[src/rtl/mul_red_pkg.sv]
// mul_red_pkg: shared constants and shadow entry type for the mul_Red_0 issue scheduler
package mul_red_pkg;
  localparam logic [1:0] SEL_INTT = 2'b10;
  localparam logic MODE_K = 1'b0;
  localparam logic MODE_D = 1'b1;
  localparam int SH_TAG_W = 16;
  typedef struct packed {
    logic                valid;
    logic                mode;
    logic                id;
    logic [SH_TAG_W-1:0] tag;
  } shadow_t;
endpackage

[src/rtl/mul_red_shadow_pipe.sv]
// mul_red_shadow_pipe: LAT-deep shadow_t delay line (i_in -> o_last after LAT clocks, o_any = any stage valid)
module mul_red_shadow_pipe
  import mul_red_pkg::*;
#(
  parameter int LAT = 3
) (
  input  logic    clk,
  input  logic    rst,
  input  shadow_t i_in,
  output shadow_t o_last,
  output logic    o_any
);
  shadow_t r_st [LAT];
  always_ff @(posedge clk or posedge rst)
    if (rst) for (int i = 0; i < LAT; i++) r_st[i] <= '0;
    else begin
      r_st[0] <= i_in;
      for (int i = 1; i < LAT; i++) r_st[i] <= r_st[i-1];
    end
  always_comb begin
    o_any = 1'b0;
    for (int i = 0; i < LAT; i++) o_any = o_any | r_st[i].valid;
    o_last = r_st[LAT-1];
  end
endmodule

[src/rtl/mul_red_sched.sv]
// mul_red_sched: round-robin issue scheduler for mul_Red_0; req0/req1 valid-ready in, a_o/w_o/sel_a_o/mul_red_mode_o to unit, unit_result in, rsp_* and busy out
module mul_red_sched
  import mul_red_pkg::*;
#(
  parameter int LAT   = 3,
  parameter int TAG_W = 4
) (
  input  logic             clk,
  input  logic             rst,
  input  logic             req0_valid,
  output logic             req0_ready,
  input  logic [23:0]      req0_a,
  input  logic [23:0]      req0_w,
  input  logic [1:0]       req0_sel_a,
  input  logic [TAG_W-1:0] req0_tag,
  input  logic             req1_valid,
  output logic             req1_ready,
  input  logic [23:0]      req1_a,
  input  logic [23:0]      req1_w,
  input  logic [1:0]       req1_sel_a,
  input  logic [TAG_W-1:0] req1_tag,
  output logic [23:0]      a_o,
  output logic [23:0]      w_o,
  output logic [1:0]       sel_a_o,
  output logic             mul_red_mode_o,
  input  logic [23:0]      unit_result,
  output logic             rsp_valid,
  output logic [23:0]      rsp_data,
  output logic             rsp_id,
  output logic [TAG_W-1:0] rsp_tag,
  output logic             busy
);
  logic r_ptr, r_pend_v, r_pend_id, r_mode_hold;
  logic [23:0] r_a_pend;
  logic [TAG_W-1:0] r_pend_tag;
  shadow_t r_iss, w_last;
  logic w_elig0, w_elig1, w_gnt0, w_gnt1, w_gnt, w_intt, w_iss, w_iss_id, w_any;
  logic [23:0] w_a, w_w;
  logic [1:0] w_sel;
  logic [TAG_W-1:0] w_tag, w_iss_tag;
  // a pending INTT A owns the next a_o slot, so only INTT requests may be granted behind it
  always_comb begin
    w_elig0 = req0_valid && !(r_pend_v && req0_sel_a != SEL_INTT);
    w_elig1 = req1_valid && !(r_pend_v && req1_sel_a != SEL_INTT);
    w_gnt1 = w_elig1 && (r_ptr || !w_elig0);
    w_gnt0 = w_elig0 && !w_gnt1;
    w_gnt = w_gnt0 || w_gnt1;
    w_a = w_gnt1 ? req1_a : req0_a;
    w_w = w_gnt1 ? req1_w : req0_w;
    w_sel = w_gnt1 ? req1_sel_a : req0_sel_a;
    w_tag = w_gnt1 ? req1_tag : req0_tag;
    w_intt = w_gnt && w_sel == SEL_INTT;
    w_iss = r_pend_v || (w_gnt && !w_intt);
    w_iss_id = r_pend_v ? r_pend_id : w_gnt1;
    w_iss_tag = r_pend_v ? r_pend_tag : w_tag;
    req0_ready = w_gnt0 && !rst;
    req1_ready = w_gnt1 && !rst;
    mul_red_mode_o = w_last.valid ? w_last.mode : r_mode_hold;
    busy = r_pend_v || r_iss.valid || w_any || rsp_valid;
  end
  always_ff @(posedge clk or posedge rst)
    if (rst) begin
      r_ptr <= 1'b0;
      r_pend_v <= 1'b0;
      r_pend_id <= 1'b0;
      r_a_pend <= '0;
      r_pend_tag <= '0;
      r_iss <= '0;
      r_mode_hold <= MODE_K;
      a_o <= '0;
      w_o <= '0;
      sel_a_o <= 2'b00;
      rsp_valid <= 1'b0;
      rsp_data <= '0;
      rsp_id <= 1'b0;
      rsp_tag <= '0;
    end else begin
      r_ptr <= w_gnt ? w_gnt0 : r_ptr;
      r_pend_v <= w_intt;
      r_pend_id <= w_intt ? w_gnt1 : r_pend_id;
      r_a_pend <= w_intt ? w_a : r_a_pend;
      r_pend_tag <= w_intt ? w_tag : r_pend_tag;
      w_o <= w_gnt ? w_w : w_o;
      a_o <= w_iss ? (r_pend_v ? r_a_pend : w_a) : a_o;
      sel_a_o <= w_iss ? (r_pend_v ? SEL_INTT : w_sel) : 2'b00;
      r_iss <= w_iss ? '{1'b1, w_iss_id ? MODE_D : MODE_K, w_iss_id, SH_TAG_W'(w_iss_tag)} : '0;
      r_mode_hold <= mul_red_mode_o;
      rsp_valid <= w_last.valid;
      rsp_data <= w_last.valid ? unit_result : rsp_data;
      rsp_id <= w_last.valid ? w_last.id : rsp_id;
      rsp_tag <= w_last.valid ? TAG_W'(w_last.tag) : rsp_tag;
    end
  mul_red_shadow_pipe #(.LAT(LAT)) u_shadow (
    .clk    (clk),
    .rst    (rst),
    .i_in   (r_iss),
    .o_last (w_last),
    .o_any  (w_any)
  );
endmodule

[config.mk]
export PLATFORM = sky130hd
export DESIGN_NAME = mul_red_sched
export DESIGN_NICKNAME = d
export VERILOG_FILES = /design/src/rtl/mul_red_pkg.sv /design/src/rtl/mul_red_shadow_pipe.sv /design/src/rtl/mul_red_sched.sv
export SDC_FILE = /design/constraint.sdc
export NUM_CORES = 1
export LEC_CHECK = 0
export BUFFER_PORTS_ARGS = -buffer_cell sky130_fd_sc_hd__buf_2
export CAP_MARGIN = 10
export CORE_MARGIN = 2
export CORE_UTILIZATION = 38
export DETAILED_ROUTE_END_ITERATION = 7
export PLACE_DENSITY_LB_ADDON = 0.12
export SYNTH_ARGS = -nofsm -noshare
export SYNTH_HDL_FRONTEND = slang
export SYNTH_SLANG_ARGS = --single-unit
[constraint.sdc]
create_clock -name clk -period 5.4 [get_ports clk]
set_clock_uncertainty 0.1 [all_clocks]
set_input_delay 0.27 -clock clk [delete_from_list [all_inputs] [get_ports clk]]
set_output_delay 0.27 -clock clk [all_outputs]
set_load 0.02 [all_outputs]
==> results of run 1 <==
-- worst max path at each step --
stage              from  endpoint  slack (ns)  cells after the start
6_report       r_pend_v   w_o[15]        2.40                      6
2_1_floorplan       rst    a_o[0]        1.38                      1
4_1_cts        r_pend_v   w_o[13]        2.21                      6
5_1_grt        r_pend_v    w_o[8]        2.21                      6
3_3_place_gp   r_pend_v    w_o[1]        2.81                      5
3_5_place_dp   r_pend_v   w_o[13]        2.77                      5
-- cells in the mapped netlist --
cell and number:
inv_2 1, and4_1 1, nor3_1 1, o211ai_1 25
buf_6 2, a31oi_4 1, o21ai_4 1, nor2b_1 2
nand4_1 1, clkbuf_1 12, inv_1 4, buf_2 13
o311ai_2 1, a21o_4 1, mux2i_1 29, nand3_1 24
nand2b_2 1, buf_1 2, o21ai_0 29, mux2_2 28
nand2b_1 2, a21oi_1 3, a22o_1 1, a211oi_1 1
nand2_1 111, o21ai_1 6, dfrtp_1 136, buf_4 3
nor4_1 1, a21o_1 2, buf_8 1, a311o_1 1
a22oi_1 24, nor2_1 1, and2_1 2, a32o_1 1
nor2b_4 1
-- logic make-up (layout without fill, tap and decap cells) --
group	count (synthesis)	count (layout)
flops	136	136
simple gates	148	148
mux	57	57
compound gates	97	97
buf+inv	38	337
-- registers in the layout (all words and copies together), names as in the netlist --
signal and count:
a_o 24, r_a_pend 24, rsp_data 24, w_o 24, u_shadow.r_st 12, r_iss 6
u_shadow.o_last 6, r_pend_tag 4, rsp_tag 4, sel_a_o 2, r_mode_hold 1, r_pend_id 1
r_pend_v 1, r_ptr 1, rsp_id 1, rsp_valid 1
-- worst max-delay path, stage by stage (launching register included) --
cell           delay, ns
dfrtp_1             0.35
inv_2               0.23
o21ai_0             0.54
and2_1              0.85
a22oi_1             0.16
nand2_1             0.13
dlygate4sd3_1       0.56
-- report_power, final --
group / internal [W] / switching, W / total, W
sequential: 0.00127 / 0.000124 / 0.00139
combinational: 0.000378 / 0.000512 / 0.000890
clock: 0.000858 / 0.000415 / 0.00127
-- per-layer routing --
layer / up-vias / GRT usage / wire [um]
met2: 164 / 0.300 / 6820
met1: 2172 / 0.240 / 6280
met5: - / 0 / 0
met4: 0 / 0.0905 / 397
met3: 32 / 0.0481 / 753
li1: 2231 / - / -
-- placed cells by master (no fill, tap or decap), types with 2 or more instances in the layout --
cell	count
o211ai_1	25
clkinv_2	3
mux2_2	28
and2_1	2
clkbuf_8	7
a21oi_1	3
o21ai_0	29
bufinv_16	4
a22oi_1	24
a21o_1	2
o21ai_1	6
dlygate4sd3_1	73
nand2b_1	2
clkbuf_16	17
nand2_1	111
dfrtp_1	136
nand3_1	24
buf_4	7
inv_1	3
buf_2	219
mux2i_1	28
nor2b_1	2
-- what timing repair did --
item | in CTS | in global routing
hold buffers | 73 | 0
hold endpoints to repair | 110 | 0
setup buffers | 0 | 0
-- final cells by class --
cell class,count,area (um2)
Timing Repair Buffer,300,1890
Sequential cell,136,3400
Inverter,5,23.8
Multi-Input combinational cell,302,1920
Tap cell,184,230
Clock buffer,25,526
Fill cell,1228,6230
Clock inverter,7,135
-- metrics by stage --
step | util | cells | hold slack, ns | power, W
final | 0.566 | 959 | 0.0205 | 0.00355
after global routing | 0.566 | 959 | 0.0265 | 0.00374
after CTS | 0.565 | 958 | 0.00750 | 0.00358
after detailed placement | 0.468 | 853 | 0.235 | 0.00223
after global placement | 0.468 | 853 | 0.232 | 0.00220
after floorplan | - | 476 | 0.231 | 0.00193
==> reports/summary.txt, run 1 <==
Outcome -> finished clean
Starting Density -> 0.383
Hold path depth -> 2
ANT cells -> 0
Minimum clock period -> 3.00 ns
Area post-placement -> 6730 um2
Vias in the first global route -> 4695
Routed WL per cell -> 14.9 um
Post-synthesis mux area share -> 0.110
CTS Buf Count -> 17
PwrDens -> 437 nW/um2
Clk buf depth -> 2
Resize count post-CTS -> 0
Maximum fanout along the worst path -> 28
Pin count of the biggest net entering global routing -> 75
Die Area -> 15500 um2
Root buffer cell -> clkbuf_16
# IOs -> 220
RSZ-0062 raised after global routing -> false
Final Hold Viols -> 0
Hold endpoint -> sel_a_o[0]
Cell variety after synth -> 37
Synth Area in Adders -> 0
Main area contributors after synthesis -> dfrtp_1 62%, nand2_1 7.6%, mux2_2 5.7%
Num Clock Sinks -> 136
# rows -> 44
Post-synthesis compound-gate area fraction -> 0.123
Endpoints failing setup -> 0
Die H -> 124 um
Global route total overflow -> 0
CTS tree -> yes
Remaining DRCs -> 0
First-pass GRT wire length -> 23400 um
Worst-Margin Slew -> 0.960 ns
Placer congestion estimate -> 0.832
WL final -> 14200 um
TNS Setup -> 0 ns
Worst r2r path cells -> 6
Max VDD drop -> 0.254 mV
CP startpoint kind -> register
Sequential share of the synthesized area -> 0.618
Final worst path period share -> 0.556
Fmax -> 0.333 GHz
Pre-CTS WS -> 2.77 ns
Largest family of logic cells by synthesized area -> compound AO/OA/AOI/OAI gates
Leak -> 4.02 nW
Worst Path Required -> 5.65 ns
Reg2reg start -> r_pend_v
Synthesized netlist net count -> 612
Layout area overhead -> 47.7%
XOR/XNOR Fraction of Synth Area -> 0
Drt pass-1 iters -> 4
CP Class -> register to register
CP Data Arrival Time -> 3.25 ns
Fin worst setup slack -> 2.40 ns
Total Routing Usage GR -> 0.188
Clock Pin Slew Worst Setup and Hold Paths -> 0.06 ns
Yosys top cell area share -> 0.618
Simple-gate portion of the synthesized area -> 0.114
Die width -> 124 um
Max Cap Viol -> 0
CTS H-Tree Depth -> 4
Synthesized area -> 5510 um2
Initial antenna violation count -> 0
Register bit total from synthesis -> 136
Share of cells above drive strength 1 -> 0.381
HP Start -> req1_sel_a[0]
DRT iter0 DRCs -> 207
FF-to-FF End -> w_o[15]
Core area -> 14400 um2
Dpl hpwl -> 8830 um
Reg2reg setup slack -> 2.40 ns
Post-route ant nets -> 0
Critical Path End Type -> register
Warnings from Yosys -> 0
Fin nets -> 898
DR vias/cell -> 4.80
Largest area contributor in the netlist -> dfrtp_1
Max-slew headroom -> 0.360
Final Max Slew Viols -> 0
Mean post-synth cell area -> 11.6 um2
Port bufs -> 219
Post-route cell area -> 8140 um2
Worst-skew pair later-pin latency -> 0.41 ns
DR vias -> 4599
Syn Inst Count -> 476
Tightest Hold Check Type -> input port to register
No activity file was read; power rests on OpenSTA's default activity.
==> run 2, diff against run 1 <==
==> constraint.sdc (replaced) <==
create_clock -name clk -period 3.15 [get_ports clk]
set_clock_uncertainty 0.1 [all_clocks]
set_input_delay 0.1575 -clock clk [delete_from_list [all_inputs] [get_ports clk]]
set_output_delay 0.1575 -clock clk [all_outputs]
set_load 0.02 [all_outputs]
==> run 2 against run 1 <==
Utilization up 3.1 points. Critical path depth increased by 1. Final cell count is 5.4% higher. Critical path type unchanged. Largest cell class unchanged.
==> reports/summary.txt, run 2 (same netlist as run 1, synthesis figures left out) <==
Outcome -> finished clean
PwrDens -> 683 nW/um2
Clock Pin Slew Worst Setup and Hold Paths -> 0.05 ns
Worst-skew pair later-pin latency -> 0.41 ns
Endpoints failing setup -> 0
Drt pass-1 iters -> 5
RSZ-0062 raised after global routing -> false
DR vias -> 4934
Max-slew headroom -> 0.508
Final worst path period share -> 0.835
Most common cell after layout, fill and taps aside -> buf_2
Port bufs -> 219
CTS tree -> yes
Share of cells above drive strength 1 -> 0.358
Die H -> 124 um
Starting Density -> 0.383
# rows -> 44
Worst Setup EP -> r_iss[2]
Fmax -> 0.380 GHz
Tightest Hold Check Type -> input port to register
Dpl hpwl -> 9020 um
Placer congestion estimate -> 0.822
Die width -> 124 um
CP Data Arrival Time -> 2.79 ns
Worst r2r path cells -> 7
Vias in the first global route -> 5110
TNS Setup -> 0 ns
Final Hold Viols -> 0
Critical Path End Type -> register
CP startpoint kind -> register
CTS H-Tree Depth -> 4
Worst Path Required -> 3.31 ns
Remaining DRCs -> 0
Post-route ant nets -> 0
Clk buf depth -> 2
Most frequent cells in the layout -> 219 x buf_2, 136 x dfrtp_1, 124 x dlygate4sd3_1
FF-to-FF End -> r_iss[2]
DR vias/cell -> 4.88
CTS Buf Count -> 17
Minimum clock period -> 2.63 ns
Die Area -> 15500 um2
ANT cells -> 0
CP Class -> register to register
Pin count of the biggest net entering global routing -> 137
Max Cap Viol -> 0
Final Max Slew Viols -> 0
First-pass GRT wire length -> 24400 um
Initial antenna violation count -> 0
Max VDD drop -> 0.403 mV
Num Clock Sinks -> 136
Hold path depth -> 3
Post-CTS Setup Inserts -> 0
Worst-Margin Slew -> 0.738 ns
Reg2reg start -> r_pend_v
DRT iter0 DRCs -> 213
Core area -> 14400 um2
Global route total overflow -> 0
Pwr Total -> 0.00586 W
Root buffer cell -> clkbuf_16
Reg2reg setup slack -> 0.52 ns
Routed WL per cell -> 14.5 um
Maximum fanout along the worst path -> 26
Leak -> 4.19 nW
Total Routing Usage GR -> 0.193
WL final -> 14600 um
CP startpoint -> r_pend_v
# IOs -> 220
# fillers -> 1196
Layout area overhead -> 55.7%
Fin nets -> 951
[run 2: cell count changes in the layout (fill, tap and decap cells not counted), sizes merged]
cell	before	now
clkbuf	25	23
clkinv	3	6
bufinv	4	1
buf	227	229
clkinvlp	0	2
dlygate4sd3	73	124
inv	5	4
[run 2: final cells by class]
type                            instances  area (um2)  share of cell area
Inverter                                5        22.5             0.00263
Multi-Input combinational cell        302        1930               0.224
Tap cell                              184         230              0.0268
Timing Repair Buffer                  353        2440               0.284
Clock inverter                          8        71.3             0.00831
Clock buffer                           23         488              0.0569
Sequential cell                       136        3400               0.397
[run 2: metal layers]
layer / global-route usage / share of wire
met2: 0.315 / 0.49
met4: 0.0839 / 0.027
met5: 0 / 0
met1: 0.248 / 0.44
met3: 0.0455 / 0.047
[run 2: worst max-delay path: stages (launching register included)]
cell           delay (ns)
dfrtp_1              0.54
inv_2                0.22
o21ai_4              0.11
nor2b_4              0.12
buf_4                0.38
mux2i_1              0.32
dlygate4sd3_1        0.58
o21ai_0              0.08
[run 2: how the worst min path moves through the flow]
stage	start	to	slack, ns
after floorplan	req0_w[20]	w_o[20]	0.17
after global placement	r_iss[1]	u_shadow.r_st[39]	0.23
after detailed placement	u_shadow.r_st[40]	u_shadow.r_st[21]	0.23
after CTS	req1_a[21]	a_o[21]	0.001
after global routing	req1_a[18]	a_o[18]	0.01
final	req0_a[3]	r_a_pend[3]	0.006
[run 2: timing repair]
action	CTS	global route
hold endpoints to repair	226	0
endpoints found under the setup margin	0	9
hold buffers	124	0
resized for setup	0	1
[run 2: power breakdown]
part | switching, W | internal, W
Combinational | 0.000891 | 0.000719
Sequential | 0.000220 | 0.00217
Clock | 0.000699 | 0.00116
Total | 0.00181 | 0.00405
[run 2: metrics by stage]
step	hold slack (ns)	util	instance area [um2]	setup WS, ns	instances
after CTS	0.00135	0.597	8580	0.224	1011
after global routing	0.0137	0.597	8580	0.303	1011
after floorplan	0.170	-	5510	0.263	476
after detailed placement	0.235	0.472	6780	0.762	856
after global placement	0.232	0.472	6780	0.922	856
final	0.00591	0.597	8580	0.519	1011
==> run 3, diff against run 2 <==
--- a/config.mk
+++ b/config.mk
@@ -5,6 +5,7 @@
 export SDC_FILE = /design/constraint.sdc
 export NUM_CORES = 1
 export LEC_CHECK = 0
+export ABC_AREA = 1
 export BUFFER_PORTS_ARGS = -buffer_cell sky130_fd_sc_hd__buf_2
 export CAP_MARGIN = 10
 export CORE_MARGIN = 2
==> constraint.sdc (replaced) <==
create_clock -name clk -period 2.15 [get_ports clk]
set_clock_uncertainty 0.1 [all_clocks]
set_input_delay 0.1075 -clock clk [delete_from_list [all_inputs] [get_ports clk]]
set_output_delay 0.1075 -clock clk [all_outputs]
set_load 0.02 [all_outputs]
==> run 3 against run 2 <==
Synthesized area up 8.9%. First-iteration DRC count up 6.1%. Largest power group unchanged. Clock-buffer cell count down 3. Critical endpoint is now r_a_pend[10]. Wire length up 22%. Critical path type unchanged. Via count up 18%. Combinational power up 80%.
==> reports/summary.txt, run 3 <==
Final Max Slew Viols -> 0
Clk buf depth -> 2
Final Hold Viols -> 0
CP startpoint kind -> register
Yosys top cell area share -> 0.567
Post-route ant nets -> 0
Dpl hpwl -> 10800 um
Routed WL per cell -> 14.5 um
CP Data Arrival Time -> 2.26 ns
Register Area -> 3400 um2
Post-synth EDFFs -> 0
DR vias/cell -> 4.71
WL final -> 17900 um
Main flop type after synthesis -> dfrtp_1
Worst-skew pair later-pin latency -> 0.41 ns
Reg2reg setup slack -> 0.08 ns
PwrDens -> 1020 nW/um2
Crit path max-delay family -> buffers and inverters
CTS tree -> yes
Die width -> 130 um
FF-to-FF End -> r_a_pend[10]
Max Cap Viol -> 0
CP Class -> register to register
Top Layer Used -> met4
Most common cell after layout, fill and taps aside -> nand2_1
Leak -> 4.84 nW
Area of the multi-input gates -> 2300 um2
Drt pass-1 iters -> 7
Fin nets -> 1148
Synthesized netlist net count -> 801
Starting Density -> 0.392
Critical Path End Type -> register
Syn Inst Count -> 665
Final worst path period share -> 0.962
# rows -> 45
Remaining DRCs -> 0
CP bufs+invs -> 3
Reg2reg start -> r_pend_v
Die Area -> 16800 um2
Clock Pin Slew Worst Setup and Hold Paths -> 0.06 ns
Slowest stage cell, crit path -> dlygate4sd3_1
Wire length on met2 -> 8910 um
Cell repeated most along the worst path -> nand2_1
Main area contributors after synthesis -> dfrtp_1 57%, nand2_1 20%, nand3_1 5.7%
Tightest Hold Check Type -> input port to register
Ys async rst share -> 1.00
ANT cells -> 0
Core area -> 15300 um2
TNS Setup -> 0 ns
DR vias -> 5822
Slowest stage delay, CP -> 0.57 ns
Commonest cells post-synth -> 318 x nand2_1, 136 x dfrtp_1, 68 x nand3_1
Worst Path Required -> 2.34 ns
CTS H-Tree Depth -> 4
Layout area overhead -> 54.0%
Layout Cells excl Fill -> 1236
Die H -> 130 um
# placed instances -> 1070
Most frequent cells in the layout -> 318 x nand2_1, 219 x buf_2, 136 x dfrtp_1
Largest area contributor in the netlist -> dfrtp_1
Synthesized area -> 6000 um2
Num Clock Sinks -> 136
Max-slew headroom -> 0.673
Outcome -> finished clean
Total Routing Usage GR -> 0.213
CTS Buf Count -> 17
Placer congestion estimate -> 0.802
Warnings from Yosys -> 0
Endpoints failing setup -> 0
# IOs -> 220
Hold endpoint -> a_o[5]
Global route total overflow -> 0
Register bit total from synthesis -> 136
Worst r2r path cells -> 10
RSZ-0062 raised after global routing -> true
Port bufs -> 219
Mean post-synth cell area -> 9.03 um2
Hold path depth -> 7
Initial antenna violation count -> 0
Root buffer cell -> clkbuf_16
Met3 WL post-DR -> 1030 um
# fillers -> 1352
Maximum fanout along the worst path -> 17
Vias in the first global route -> 5950
Most common cell in the netlist -> nand2_1
Cell variety after synth -> 27
Fmax -> 0.483 GHz
Share of cells above drive strength 1 -> 0.313
Max VDD drop -> 0.600 mV
Worst-Margin Slew -> 0.491 ns
Sequential share of the synthesized area -> 0.567
First-pass GRT wire length -> 28100 um
CP Cell Sequence -> nand2_2, nand3_4, nand2_4, inv_4, buf_12, nand2_1, nand2_1, dlygate4sd3_1, nand2_1, nand2_1
DRT iter0 DRCs -> 226
Pin count of the biggest net entering global routing -> 87
Met1 wire length -> 7340 um
Minimum clock period -> 2.07 ns
HP Start -> req0_a[5]
==> run 3: cell types whose count changed in the layout (fill, tap and decap cells not counted), moves of 8 or more <==
cell and delta:
o211ai_1 -25, nand2_1 +207, a22oi_1 -24, dlygate4sd3_1 +8
mux2i_1 -28, nand3_1 +44
==> run 3: report_power, final <==
group          total (W)  leakage, nW  internal, W  switching (W)
Clock            0.00285        0.277      0.00175        0.00110
Combinational    0.00289         2.89      0.00114        0.00175
Sequential       0.00369         1.67      0.00331       0.000377
Total            0.00944         4.84      0.00621        0.00323
==> run 3: worst max path at each step <==
stage                        start           end  cells past startpoint
after global routing      r_pend_v   r_a_pend[1]                     10
after global placement    r_pend_v       a_o[19]                     10
after CTS                 r_pend_v  r_a_pend[23]                      9
final                     r_pend_v  r_a_pend[10]                     10
after floorplan           r_pend_v    req0_ready                      9
after detailed placement  r_pend_v       a_o[21]                     10
==> run 3: stage by stage <==
stage | utilization | cell area (um2) | hold slack [ns] | total power (W) | worst slack (ns)
finish | 0.604 | 9240 | 0.0103 | 0.00944 | 0.0810
global route | 0.604 | 9240 | 0.0537 | 0.0100 | -0.0333
CTS | 0.601 | 9200 | 0.00340 | 0.00950 | 0.0177
detailed placement | 0.476 | 7290 | 0.0337 | 0.00637 | 0.168
global placement | 0.476 | 7290 | 0.0330 | 0.00629 | 0.249
floorplan | - | 6010 | 0.140 | 0.00544 | 0.229
==> run 3: cells by family (layout without fill, tap and decap cells) <==
kind of cell / Yosys count / count (layout) / synth area share
AND/OR/NAND/NOR: 408 / 408 / 0.292
flip-flops: 136 / 136 / 0.567
AO/OA/AOI/OAI: 38 / 38 / 0.0390
multiplexers: 28 / 28 / 0.0525
buffers and inverters: 55 / 415 / 0.0494
==> run 3: cell type report <==
type / count / share of cell area
inverters: 14 / 0.00636
repair buffers: 369 / 0.284
flip-flops and latches: 136 / 0.368
clock inverters: 12 / 0.0156
clock buffers: 20 / 0.0483
multi-input cells: 474 / 0.249
well taps: 211 / 0.0286
==> run 3: worst reg2reg max path: cells and delay by family, from the launching register on <==
kind / cells / cell delay (ns)
buffers and inverters: 3 / 0.79
and+or+nand+nor: 7 / 0.62
DFF: 1 / 0.43
==> run 3: metal layers <==
metal  vias up  GRT usage
met5         -          0
met4         0      0.105
met3        52     0.0619
met2       224      0.366
met1      2726      0.244
li1       2820          -
==> run 3: what timing repair did <==
action                                 4_1_cts  5_1_grt
buffers inserted                             0        1
setup endpoints to repair                    0       16
endpoints found under the hold margin      128        0
resized for setup                            0        2
hold buffers                               132        0
